<file path="src/rtl/top.sv">
// Switch-to-LED mirror with a two-flop synchronizer, change counter and an
// eight-digit multiplexed hex display of the LEDs and the change count.
module top #(
    parameter int unsigned SCAN_DIV = 100000
) (
    input  logic        sys_clk,
    input  logic        rst_n,
    input  logic [23:0] switches_pin,
    output logic [23:0] leds_pin,
    output logic        sw_changed,
    output logic [7:0]  seg_an,
    output logic [7:0]  seg_data
);

    localparam int unsigned PW = $clog2(SCAN_DIV);
    localparam logic [PW-1:0] PRESC_MAX = PW'(SCAN_DIV - 1);

    logic [23:0]   sync1_q, sync2_q, leds_q, leds_d;
    logic          changed_q, changed_d;
    logic [7:0]    cnt_q, cnt_d;
    logic [PW-1:0] presc_q, presc_d;
    logic [2:0]    digit_q, digit_d;
    logic [7:0]    seg_an_q, seg_an_d, seg_data_q, seg_data_d;
    logic [3:0]    nib;
    logic          wrap;

    function automatic logic [6:0] hex7(input logic [3:0] v);
        unique case (v)
            4'h0: hex7 = 7'h3F;
            4'h1: hex7 = 7'h06;
            4'h2: hex7 = 7'h5B;
            4'h3: hex7 = 7'h4F;
            4'h4: hex7 = 7'h66;
            4'h5: hex7 = 7'h6D;
            4'h6: hex7 = 7'h7D;
            4'h7: hex7 = 7'h07;
            4'h8: hex7 = 7'h7F;
            4'h9: hex7 = 7'h6F;
            4'hA: hex7 = 7'h77;
            4'hB: hex7 = 7'h7C;
            4'hC: hex7 = 7'h39;
            4'hD: hex7 = 7'h5E;
            4'hE: hex7 = 7'h79;
            4'hF: hex7 = 7'h71;
        endcase
    endfunction

    // Display registers are fed from next-state values so digit, LEDs and counter stay in step.
    always_comb begin
        leds_d    = sync2_q;
        changed_d = (sync2_q != leds_q);
        cnt_d     = changed_d ? cnt_q + 8'd1 : cnt_q;
        wrap      = (presc_q == PRESC_MAX);
        presc_d   = wrap ? '0 : presc_q + 1'b1;
        digit_d   = wrap ? digit_q + 3'd1 : digit_q;
        nib       = 4'h0;
        unique case (digit_d)
            3'd0: nib = leds_d[3:0];
            3'd1: nib = leds_d[7:4];
            3'd2: nib = leds_d[11:8];
            3'd3: nib = leds_d[15:12];
            3'd4: nib = leds_d[19:16];
            3'd5: nib = leds_d[23:20];
            3'd6: nib = cnt_d[3:0];
            3'd7: nib = cnt_d[7:4];
        endcase
        seg_an_d   = ~(8'd1 << digit_d);
        seg_data_d = {1'b1, ~hex7(nib)};
    end

    always_ff @(posedge sys_clk or negedge rst_n) begin
        if (!rst_n) begin
            sync1_q    <= '0;
            sync2_q    <= '0;
            leds_q     <= '0;
            changed_q  <= 1'b0;
            cnt_q      <= '0;
            presc_q    <= '0;
            digit_q    <= '0;
            seg_an_q   <= 8'hFE;
            seg_data_q <= 8'hC0;
        end else begin
            sync1_q    <= switches_pin;
            sync2_q    <= sync1_q;
            leds_q     <= leds_d;
            changed_q  <= changed_d;
            cnt_q      <= cnt_d;
            presc_q    <= presc_d;
            digit_q    <= digit_d;
            seg_an_q   <= seg_an_d;
            seg_data_q <= seg_data_d;
        end
    end

    assign leds_pin   = leds_q;
    assign sw_changed = changed_q;
    assign seg_an     = seg_an_q;
    assign seg_data   = seg_data_q;

endmodule

</file>
<file path="config.mk">
export PLATFORM = sky130hd
export DESIGN_NAME = top
export DESIGN_NICKNAME = d
export VERILOG_FILES = /design/src/rtl/top.sv
export SDC_FILE = /design/constraint.sdc
export NUM_CORES = 1
export LEC_CHECK = 0
export ABC_AREA = 1
export BUFFER_PORTS_ARGS = -buffer_cell sky130_fd_sc_hd__buf_2
export CORE_UTILIZATION = 49
export DETAILED_ROUTE_END_ITERATION = 8
export GPL_TIMING_DRIVEN = 0
export PLACE_DENSITY = 0.72
export SYNTH_ARGS = -nofsm -noshare
export SYNTH_HDL_FRONTEND = slang
export SYNTH_SLANG_ARGS = --single-unit
</file>
<file path="constraint.sdc">
create_clock -name sys_clk -period 2.54 [get_ports sys_clk]
set_input_delay 0.254 -clock sys_clk [delete_from_list [all_inputs] [get_ports sys_clk]]
set_output_delay 0.254 -clock sys_clk [all_outputs]
set_load 0.05 [all_outputs]
</file>
# ---- Word-level counts from Yosys, hierarchy flattened
# Memory sizes are Yosys's and may differ from the RTL's.
# Index checks and enable logic that the tools add are counted.
dict set report totals {
  mem_bits_ro 112
  elab_cells 30
  input_bits 26
  ff_bits 116
  memories 1
}
# name depth width rd rd_ports_with_merged_regs write_ports line_no
set memory_table {}
lappend memory_table {{(no name shown)} 16 7 1 0 0 28} ;# unique case (v)
dict set report op_classes {
  n_reduce_logical 1
  n_shift 1
  bitwise 2
  mux 4
  n_eq_ne 9
  add_sub_neg 3
}
# cell count
set ops {}
lappend ops {{$pmux W4 S8} 1}
lappend ops {{$ne A24 B24 Y1} 1}
lappend ops {{$add A17 B1 Y17 const B} 1}
lappend ops {{$eq A17 B17 Y1 const B} 1}
lappend ops {{$mux W17} 1}
lappend ops {{$eq A3 B3 Y1 const B} 4}
lappend ops {{$add A8 B1 Y8 const B} 1}
lappend ops {{$mux W8} 1}
lappend ops {{$not A8 Y8} 1}
lappend ops {{$shl A1 B3 Y8 const A} 1}
lappend ops {{$not A7 Y7} 1}
lappend ops {{$eq A3 B2 Y1 const B} 2}
lappend ops {{$add A3 B1 Y3 const B} 1}
lappend ops {{$eq A3 B1 Y1 const B} 1}
lappend ops {{$logic_not A3 Y1} 1}
lappend ops {{$mux W3} 1}

# ---- Longest topological paths before layout
# Gate-level depths: netlist of the first run.
# An unclocked memory read counts as a cell.
dict set report logic_depth {
  ltp_word 6
  ltp_mapped 23
  mapped_depth_nobuf 22
}

# ---- Worst setup path after synthesis of the first run
# No wires, ideal clock.
dict set report synth_path {
  path_kind {flip-flop to flip-flop}
  startpoint {register leds_q[9] (netlist: leds_pin[9])}
  endpoint {register seg_data_q[3] (netlist: seg_data[3])}
  stages_incl_launch_ff 22
  setup_time_ns 0.116
  setup_slack_ns -0.013
  arrival_ns 2.436
  path_buffers 1
  cell_sequence {dfrtp_1 > inv_1 > nand2_1 > nand2_1 > nor2_1 > nand2_1 > nor2_4 > nand3_1 > buf_6 > nand2_1 > nand2_1 > nand2_1 > nand2_1 > nor2_1 > nand2_1 > nand2_1 > inv_1 > ha_1 > inv_1 > nand2_1 > nand3_1 > nand2_1}
}
dict set report synth_between {
  elab_chain_cells 5
}
# item line_no
set synth_rtl {}
lappend synth_rtl {{from (decl)} 18} ;# logic [23:0] sync1_q, sync2_q, leds_q, leds_d;
lappend synth_rtl {{from (signal assigned)} 85} ;# leds_q <= leds_d;
lappend synth_rtl {{$ne A24 B24 Y1} 51} ;# changed_d = (sync2_q != leds_q);
lappend synth_rtl {{named net changed_d} 19} ;# logic changed_q, changed_d;
lappend synth_rtl {{$mux W8} 52} ;# cnt_d = changed_d ? cnt_q + 8'd1 : cnt_q;
lappend synth_rtl {{named net cnt_d[1]} 20} ;# logic [7:0] cnt_q, cnt_d;
lappend synth_rtl {{$pmux W4 S8} 57} ;# unique case (digit_d)
lappend synth_rtl {{$mem_v2 Z16 W7} --}
lappend synth_rtl {{$not A7 Y7} 68} ;# seg_data_d = {1'b1, ~hex7(nib)};
lappend synth_rtl {{named net seg_data_d[3]} 23} ;# logic [7:0] seg_an_q, seg_an_d, seg_data_q, seg_data_d;
lappend synth_rtl {{to (signal assigned)} 91} ;# seg_data_q <= seg_data_d;
lappend synth_rtl {{to (decl)} 23}
# The timed path passes the listed nets, and every way through them passes these cells.

# ---- Worst setup path in the final report of the first run
dict set report layout_path {
  startpoint {register presc_q[13]}
  endpoint {register seg_data_q[2] (netlist: seg_data[2])}
}
dict set report layout_between {
  elab_chain_cells 6
  word_cells_on_any_way 13
}
# item line_no
set layout_rtl {}
lappend layout_rtl {{from (decl)} 21} ;# logic [PW-1:0] presc_q, presc_d;
lappend layout_rtl {{from (signal assigned)} 88} ;# presc_q <= presc_d;
lappend layout_rtl {{$eq A17 B17 Y1 (*)} 53} ;# wrap = (presc_q == PRESC_MAX);
lappend layout_rtl {{$mux W3 (*)} 55} ;# digit_d = wrap ? digit_q + 3'd1 : digit_q;
lappend layout_rtl {{named net digit_d[2]} 22} ;# logic [2:0] digit_q, digit_d;
lappend layout_rtl {{$eq A3 B3 Y1, or another cell as far along} 57}
lappend layout_rtl {{$pmux W4 S8 (*)} 57}
lappend layout_rtl {{$mem_v2 Z16 W7 (*)} --}
lappend layout_rtl {{$not A7 Y7 (*)} 68}
lappend layout_rtl {{named net seg_data_d[2]} 23}
# The timed path passes the listed nets; every way through them passes the cells marked *.

==> summary.md, run 1 <==
| Metric | Value |
|---|---|
| Outcome | complete, but fails checks |
| Failing checks | negative setup slack |
| CP startpoint kind | flop |
| Global placer's final weighted congestion | 0.837 |
| Pwr dens | 686 nW/µm² |
| Initial antenna violation count | 0 |
| Core ar. | 10200 µm² |
| Critical-path maximum fanout | 6 |
| Int Power | 3.59 mW |
| Cell Area, Placed | 5660 µm² |
| Reg2reg end | seg_data[2] |
| Synth area leaders | dfrtp_1 (53%), nand2_1 (13%), inv_1 (6.3%) |
| Final core utilization | 68.3% |
| Yosys reg bits | 116 |
| Netlist cell types | 33 |
| Drc violations | 0 |
| Slew HR | 52.4% |
| Pwr Total | 4.80 mW |
| Die width | 104 µm |
| Depth of the worst register-to-register path | 19 |
| Root buf cell | clkbuf_8 |
| Cts bufs inserted | 17 |
| Ports | 67 |
| DIE AREA | 10900 µm² |
| Row Count | 37 |
| Syn_area_per_cell | 9.01 µm² |
| Syn_nets | 606 |
| Nets | 747 |
| Unrepaired setup endpoints after global routing | true |
| Post-synth top area share | 52.6% |
| H-tree levels | 4 |
| TNS Setup | -0.112 ns |
| TritonCTS Sinks | 116 |
| Most frequent cells in the layout | nand2_1 (167), dfrtp_1 (103), inv_1 (82), buf_2 (64), nor2_1 (51) |
| Max Slew Vio Count | 0 |
| Setup ws final | -0.0432 ns |
| Slowest cell on crit path | dfrtp_1 |
| Via count | 4133 |
| Die Y | 104 µm |
| Final Critical Period | 2.58 ns |
| Leakage | 3.68 nW |
| Sequential power share | 41.0% |
| First-pass GRT wire length | 18400 µm |
| Yosys warning count | 0 |
| Cell chain of the critical path | nor2_1 > nand3_1 > nor2_2 > nand3_2 > nand2_2 > nand2_4 > buf_6 > nor2_4 > nand2_1 > nand3_1 > nor2_1 > nand2_1 > nand2_4 > inv_2 > ha_2 > inv_1 > nor2_1 > nand2_1 > o21ai_1 |
| Crit-path max cell delay | 0.42 ns |
| Slew of the pin with the lowest slew margin | 0.714 ns |
| Maximum buffer depth of the clock tree | 2 |
| Clk_skew | 0.00715 ns |
| N_diodes | 0 |
| Worst R2R Start | presc_q[13] |
| CP Capture Type | flop |
| Part of the Yosys area used for sequential elements | 56.7% |
| Grt total ovfl | 0 |
| Hold Path Class | primary input to async pin |
| Setup violators final | 4 |
| Post-Syn Area | 5140 µm² |
| Cell family with most CP delay | simple AND/OR/NAND/NOR gates |
| Clock power frac | 51.4% |
| Starting DRT DRC Count | 163 |
| WP data required | 3.00 ns |
| Initial Util | 50.2% |
| Final Hold Fails | 0 |
| Worst vdd ir | 0.000514 V |
| Pre-CTS WS | -0.288 ns |
| Final instance area | 6990 µm² |
| Area leader, netlist | dfrtp_1 |
| Fillers | 710 |
| Vias/cell | 4.81 |
| Max Cap Viol | 0 |
| Detailed placement HPWL | 7280 µm |
| Gate power share | 7.6% |
| Antenna-violating nets left | 0 |
| Switching Power | 1.21 mW |
| Layout cells sized above 1 | 30.8% |
| CP arrival | 3.04 ns |
| Largest net degree at the start of global routing | 62 |
| Switching Share | 25.2% |
| TritonCTS clock tree | done |
| Area grow syn2layout | 36.1% |
| Crit Path Class | flop to flop |
| Period utilisation layout | 102% |
| Clock slew seen by the registers of the worst setup and hold paths | 0.06 ns |
| I/O Buffers | 65 |
| Commonest non-fill, non-tap cell in the layout | nand2_1 |
| Fmax | 387 MHz |
| Number of global-route vias before repair | 4058 |
| Router iterations before antenna repair | 7 |
| Register-to-register setup slack | -0.04 ns |
| Drt total wl | 11300 µm |
| Worst path buffer plus inverter count | 3 |
| All-Layer GR Usage | 21.8% |
| Avg WL per Cell | 13.2 µm |
| Clock Latency Late Sink | 0.53 ns |
| Gate Count Post-Synth | 570 |
==> routing by layer <==
| metal | GRT usage [%] | routed length (µm) |
|---|---|---|
| met4 | 12.0 | 362 |
| met3 | 5.14 | 465 |
| met5 | 0 | 0 |
| met2 | 34.9 | 5540 |
| met1 | 27.3 | 4980 |
==> sequential cells by signal, indices dropped and copies added, names as in the netlist <==
| register | cells |
|---|---|
| sw_changed | 1 |
| cnt_q | 8 |
| sync1_q | 24 |
| leds_d | 24 |
| seg_an | 8 |
| leds_pin | 24 |
| digit_q | 3 |
| seg_data | 7 |
| presc_q | 17 |
==> power groups by stage <==
stage          clock (mW)  sequential [mW]  combinational (mW)
2_1_floorplan           0             2.09               0.101
5_1_grt              2.59             1.98               0.401
3_3_place_gp            0             1.99               0.301
4_1_cts              2.49             1.97               0.353
6_report             2.47             1.97               0.364
3_5_place_dp            0             2.00               0.315
==> worst max-delay path by stage <==
stage           startpoint            to  slack (ns)  cells past startpoint
6_report       presc_q[13]   seg_data[2]       -0.04                     19
5_1_grt        presc_q[13]   seg_data[2]       -0.27                     17
4_1_cts        presc_q[11]   seg_data[3]       0.004                     19
3_5_place_dp    presc_q[0]   seg_data[0]       -0.29                     17
3_3_place_gp         rst_n  leds_pin[13]       -0.28                      1
2_1_floorplan  leds_pin[8]   seg_data[3]       0.008                     21
==> through the flow <==
step           cells  hold slack [ns]
6_report         860            0.322
5_1_grt          860            0.349
4_1_cts          841            0.337
3_5_place_dp     772            0.335
3_3_place_gp     771            0.331
2_1_floorplan    570          -0.0416
==> Yosys cell counts <==
cell,instances
o221ai_1,1
nor3_1,3
nor2_8,2
inv_2,10
or2_1,2
nand2_2,7
nor2_2,3
nand3_4,3
or2_4,2
o21ai_0,7
conb_1,1
ha_1,10
a21oi_1,9
xor2_1,12
inv_4,1
o211ai_1,1
o21bai_1,1
nand2_1,175
xnor2_1,2
dfstp_2,8
nand2_4,7
nand3_2,1
buf_4,1
nand4_2,2
nor2_1,59
nand3_1,23
inv_1,86
nor2_4,8
o21ai_1,2
a31oi_1,1
nand4_1,11
dfrtp_1,108
buf_6,1
==> cell families (layout without fill, tap and decap cells) <==
logic type / after synthesis / after routing / share of synthesized area, %
xor+xnor: 14 / 14 / 2.39
buf+inv: 99 / 253 / 7.50
simple gates: 308 / 308 / 28.6
flops: 116 / 116 / 56.7
other cells: 1 / 1 / 0.0730
fa+ha+maj: 10 / 10 / 2.44
compound gates: 22 / 22 / 2.34
==> layout make-up <==
cell class / count / area (µm²) / area share (%)
plain buffers: 2 / 18.8 / 0.269
multi-input cells: 355 / 2020 / 29.0
clock buffers: 18 / 428 / 6.12
flip-flops and latches: 116 / 2920 / 41.8
inverters: 97 / 377 / 5.39
clock inverters: 14 / 186 / 2.67
well taps: 136 / 170 / 2.43
repair buffers: 122 / 866 / 12.4
==> repair_timing <==
action / 4_1_cts / 5_1_grt
setup endpoints to repair: 7 / 7
hold buffers: 25 / 0
hold endpoints to repair: 76 / 0
cloned: 0 / 0
pin swaps: 10 / 34
buffers inserted: 12 / 19
gates resized for setup: 21 / 38
No activity file was read; power rests on OpenSTA's default activity.
==> run 2: changes to the inputs <==
--- a/config.mk
+++ b/config.mk
@@ -11,6 +11,7 @@
 export DETAILED_ROUTE_END_ITERATION = 8
 export GPL_TIMING_DRIVEN = 0
 export PLACE_DENSITY = 0.72
+export SKIP_CTS_REPAIR_TIMING = 1
 export SYNTH_ARGS = -nofsm -noshare
 export SYNTH_HDL_FRONTEND = slang
 export SYNTH_SLANG_ARGS = --single-unit
==> summary.md, run 2 (synthesis results as in run 1) <==
| Metric | Value |
|---|---|
| WP data required | 2.95 ns (was 3.00 ns) |
| Top Usage Layer GRT | met2 (unchanged) |
| Critical path launch point | presc_q[0] (was presc_q[13]) |
| TritonCTS clock tree | done (unchanged) |
| CP Capture Type | flop (unchanged) |
| Die Y | 104 µm (unchanged) |
| Most frequent cells in the layout | nand2_1 (170), dfrtp_1 (102), inv_1 (83), buf_2 (64), nor2_1 (51) (was nand2_1 (167), dfrtp_1 (103), inv_1 (82), buf_2 (64), nor2_1 (51)) |
| I/O Buffers | 65 (unchanged) |
| Final Hold Fails | 0 (unchanged) |
| Layout cells sized above 1 | 29.9% (was 30.8%) |
| Grt total ovfl | 0 (unchanged) |
| All-Layer GR Usage | 20.7% (was 21.8%) |
| Core ar. | 10200 µm² (unchanged) |
| Critical-path maximum fanout | 6 (unchanged) |
| Drt total wl | 11200 µm (was 11300 µm) |
| Depth of the worst register-to-register path | 20 (was 19) |
| GR Util met1 | 26.5% (was 27.3%) |
| Outcome | complete, but fails checks (unchanged) |
| Worst R2R Start | presc_q[0] (was presc_q[13]) |
| Die width | 104 µm (unchanged) |
| Root buf cell | clkbuf_8 (unchanged) |
| Vias/cell | 4.77 (was 4.81) |
| Clock Latency Late Sink | 0.52 ns (was 0.53 ns) |
| Ports | 67 (unchanged) |
| Crit Path Class | flop to flop (unchanged) |
| Cell Area, Placed | 5660 µm² (unchanged) |
| Number of global-route vias before repair | 3835 (was 4058) |
| Unrepaired setup endpoints after global routing | true (unchanged) |
| Fmax | 385 MHz (was 387 MHz) |
| Leakage | 3.69 nW (was 3.68 nW) |
| TritonCTS Sinks | 116 (unchanged) |
| Pwr dens | 686 nW/µm² (about the same) |
| Max Slew Vio Count | 0 (unchanged) |
| Final instance area | 6970 µm² (was 6990 µm²) |
| Initial antenna violation count | 0 (unchanged) |
| Max Cap Viol | 0 (unchanged) |
| Final Critical Period | 2.59 ns (was 2.58 ns) |
| Met3 Usage GRT | 4.82% (was 5.14%) |
| Starting DRT DRC Count | 181 (was 163) |
| Register-to-register setup slack | -0.05 ns (was -0.04 ns) |
| Largest net degree at the start of global routing | 62 (unchanged) |
| Slew of the pin with the lowest slew margin | 0.707 ns (was 0.714 ns) |
| DIE AREA | 10900 µm² (unchanged) |
| Initial Util | 50.2% (unchanged) |
| Global placer's final weighted congestion | 0.837 (unchanged) |
| Pwr Total | 4.79 mW (was 4.80 mW) |
| First-pass GRT wire length | 17500 µm (was 18400 µm) |
| Commonest non-fill, non-tap cell in the layout | nand2_1 (unchanged) |
| Drc violations | 0 (unchanged) |
| Hold Path Class | primary input to async pin (unchanged) |
| Worst vdd ir | 0.000512 V (was 0.000514 V) |
| CP Capture Point | seg_data[1] (was seg_data[2]) |
| Maximum buffer depth of the clock tree | 2 (unchanged) |
| Area grow syn2layout | 35.8% (was 36.1%) |
| Reg2reg end | seg_data[1] (was seg_data[2]) |
| Cts bufs inserted | 17 (unchanged) |
| N_diodes | 0 (unchanged) |
| Period utilisation layout | 102% (about the same) |
| Setup violators final | 1 (was 4) |
| Detailed placement HPWL | 7280 µm (unchanged) |
| Router iterations before antenna repair | 4 (was 7) |
| H-tree levels | 4 (unchanged) |
| Via count | 4091 (was 4133) |
| CP arrival | 3.01 ns (was 3.04 ns) |
| Avg WL per Cell | 13.0 µm (was 13.2 µm) |
| M2 GR Usage | 32.5% (was 34.9%) |
| Final core utilization | 68.2% (was 68.3%) |
| Row Count | 37 (unchanged) |
| Clock slew seen by the registers of the worst setup and hold paths | 0.06 ns (about the same) |
| Setup ws final | -0.0544 ns (was -0.0432 ns) |
| CP startpoint kind | flop (unchanged) |
| Antenna-violating nets left | 0 (unchanged) |
| Clk_skew | 0.0112 ns (was 0.00715 ns) |
| Slew HR | 52.9% (was 52.4%) |
| Nets | 745 (was 747) |
| Failing checks | negative setup slack (unchanged) |
## run 2: cell types whose count changed in the layout (fill, tap and decap cells not counted), moves of 2 or more
cell,before,now
buf_6,5,3
ha_1,3,6
ha_2,3,0
nand2_1,167,170
nand2_2,10,7
nand3_1,19,17
## run 2: cell type report
class	count	area (µm²)
fill	715	3260
sequential	116	2920
multi-input combinational	356	2040
timing repair buffer	119	836
clock buffer	18	428
inverter	97	379
clock inverter	14	186
tap	136	170
buffer	2	18.8
## run 2: where the power goes
| part | switching (mW) | internal [mW] | leakage [nW] |
|---|---|---|---|
| combinational | 0.246 | 0.118 | 2.01 |
| clock | 0.907 | 1.55 | 0.303 |
| sequential | 0.0468 | 1.92 | 1.38 |
| total | 1.20 | 3.59 | 3.69 |
## run 2: per-stage QoR
| step | instances | hold slack, ns | setup WS, ns | TNS, ns |
|---|---|---|---|---|
| after floorplan | 570 | -0.0416 | 0.00774 | 0 |
| after global placement | 771 | 0.331 | -0.284 | -9.80 |
| after detailed placement | 772 | 0.335 | -0.288 | -1.41 |
| after CTS | 804 | -0.210 | -0.326 | -1.65 |
| after global routing | 858 | 0.349 | -0.183 | -0.763 |
| final | 858 | 0.325 | -0.0544 | -0.0544 |
## run 2: layer usage
metal / share of wire (%) / wire [µm] / vias up
li1: - / - / 2014
met1: 44 / 4870 / 1934
met5: 0 / 0 / -
met4: 2.3 / 254 / 0
met3: 4.8 / 539 / 26
met2: 49 / 5510 / 117
## run 2: worst max-delay path, stage by stage (launching register included)
cell     delay, ns
dfrtp_1       0.41
ha_4          0.17
nand3_4       0.12
inv_6         0.12
buf_4         0.11
nand4_1       0.15
nand2_2       0.16
nand2_4       0.09
nor2_4        0.15
nand2_1       0.07
nand2_1       0.06
nor2_1        0.04
nand2_1       0.12
nand2_4       0.12
inv_4         0.10
ha_1          0.15
inv_1         0.05
nand2_1       0.11
nand2_1       0.08
nand2_1       0.06
nand2_1       0.05
## run 2: how the worst min path moves through the flow
stage	start	endpoint	slack (ns)	cells past startpoint
6_report	rst_n	seg_data[3]	0.33	2
5_1_grt	switches_pin[9]	sync1_q[9]	0.35	2
4_1_cts	rst_n	seg_data[3]	-0.21	1
3_5_place_dp	sync1_q[20]	leds_d[20]	0.33	0
3_3_place_gp	sync1_q[15]	leds_d[15]	0.33	0
2_1_floorplan	rst_n	cnt_q[0]	-0.04	0
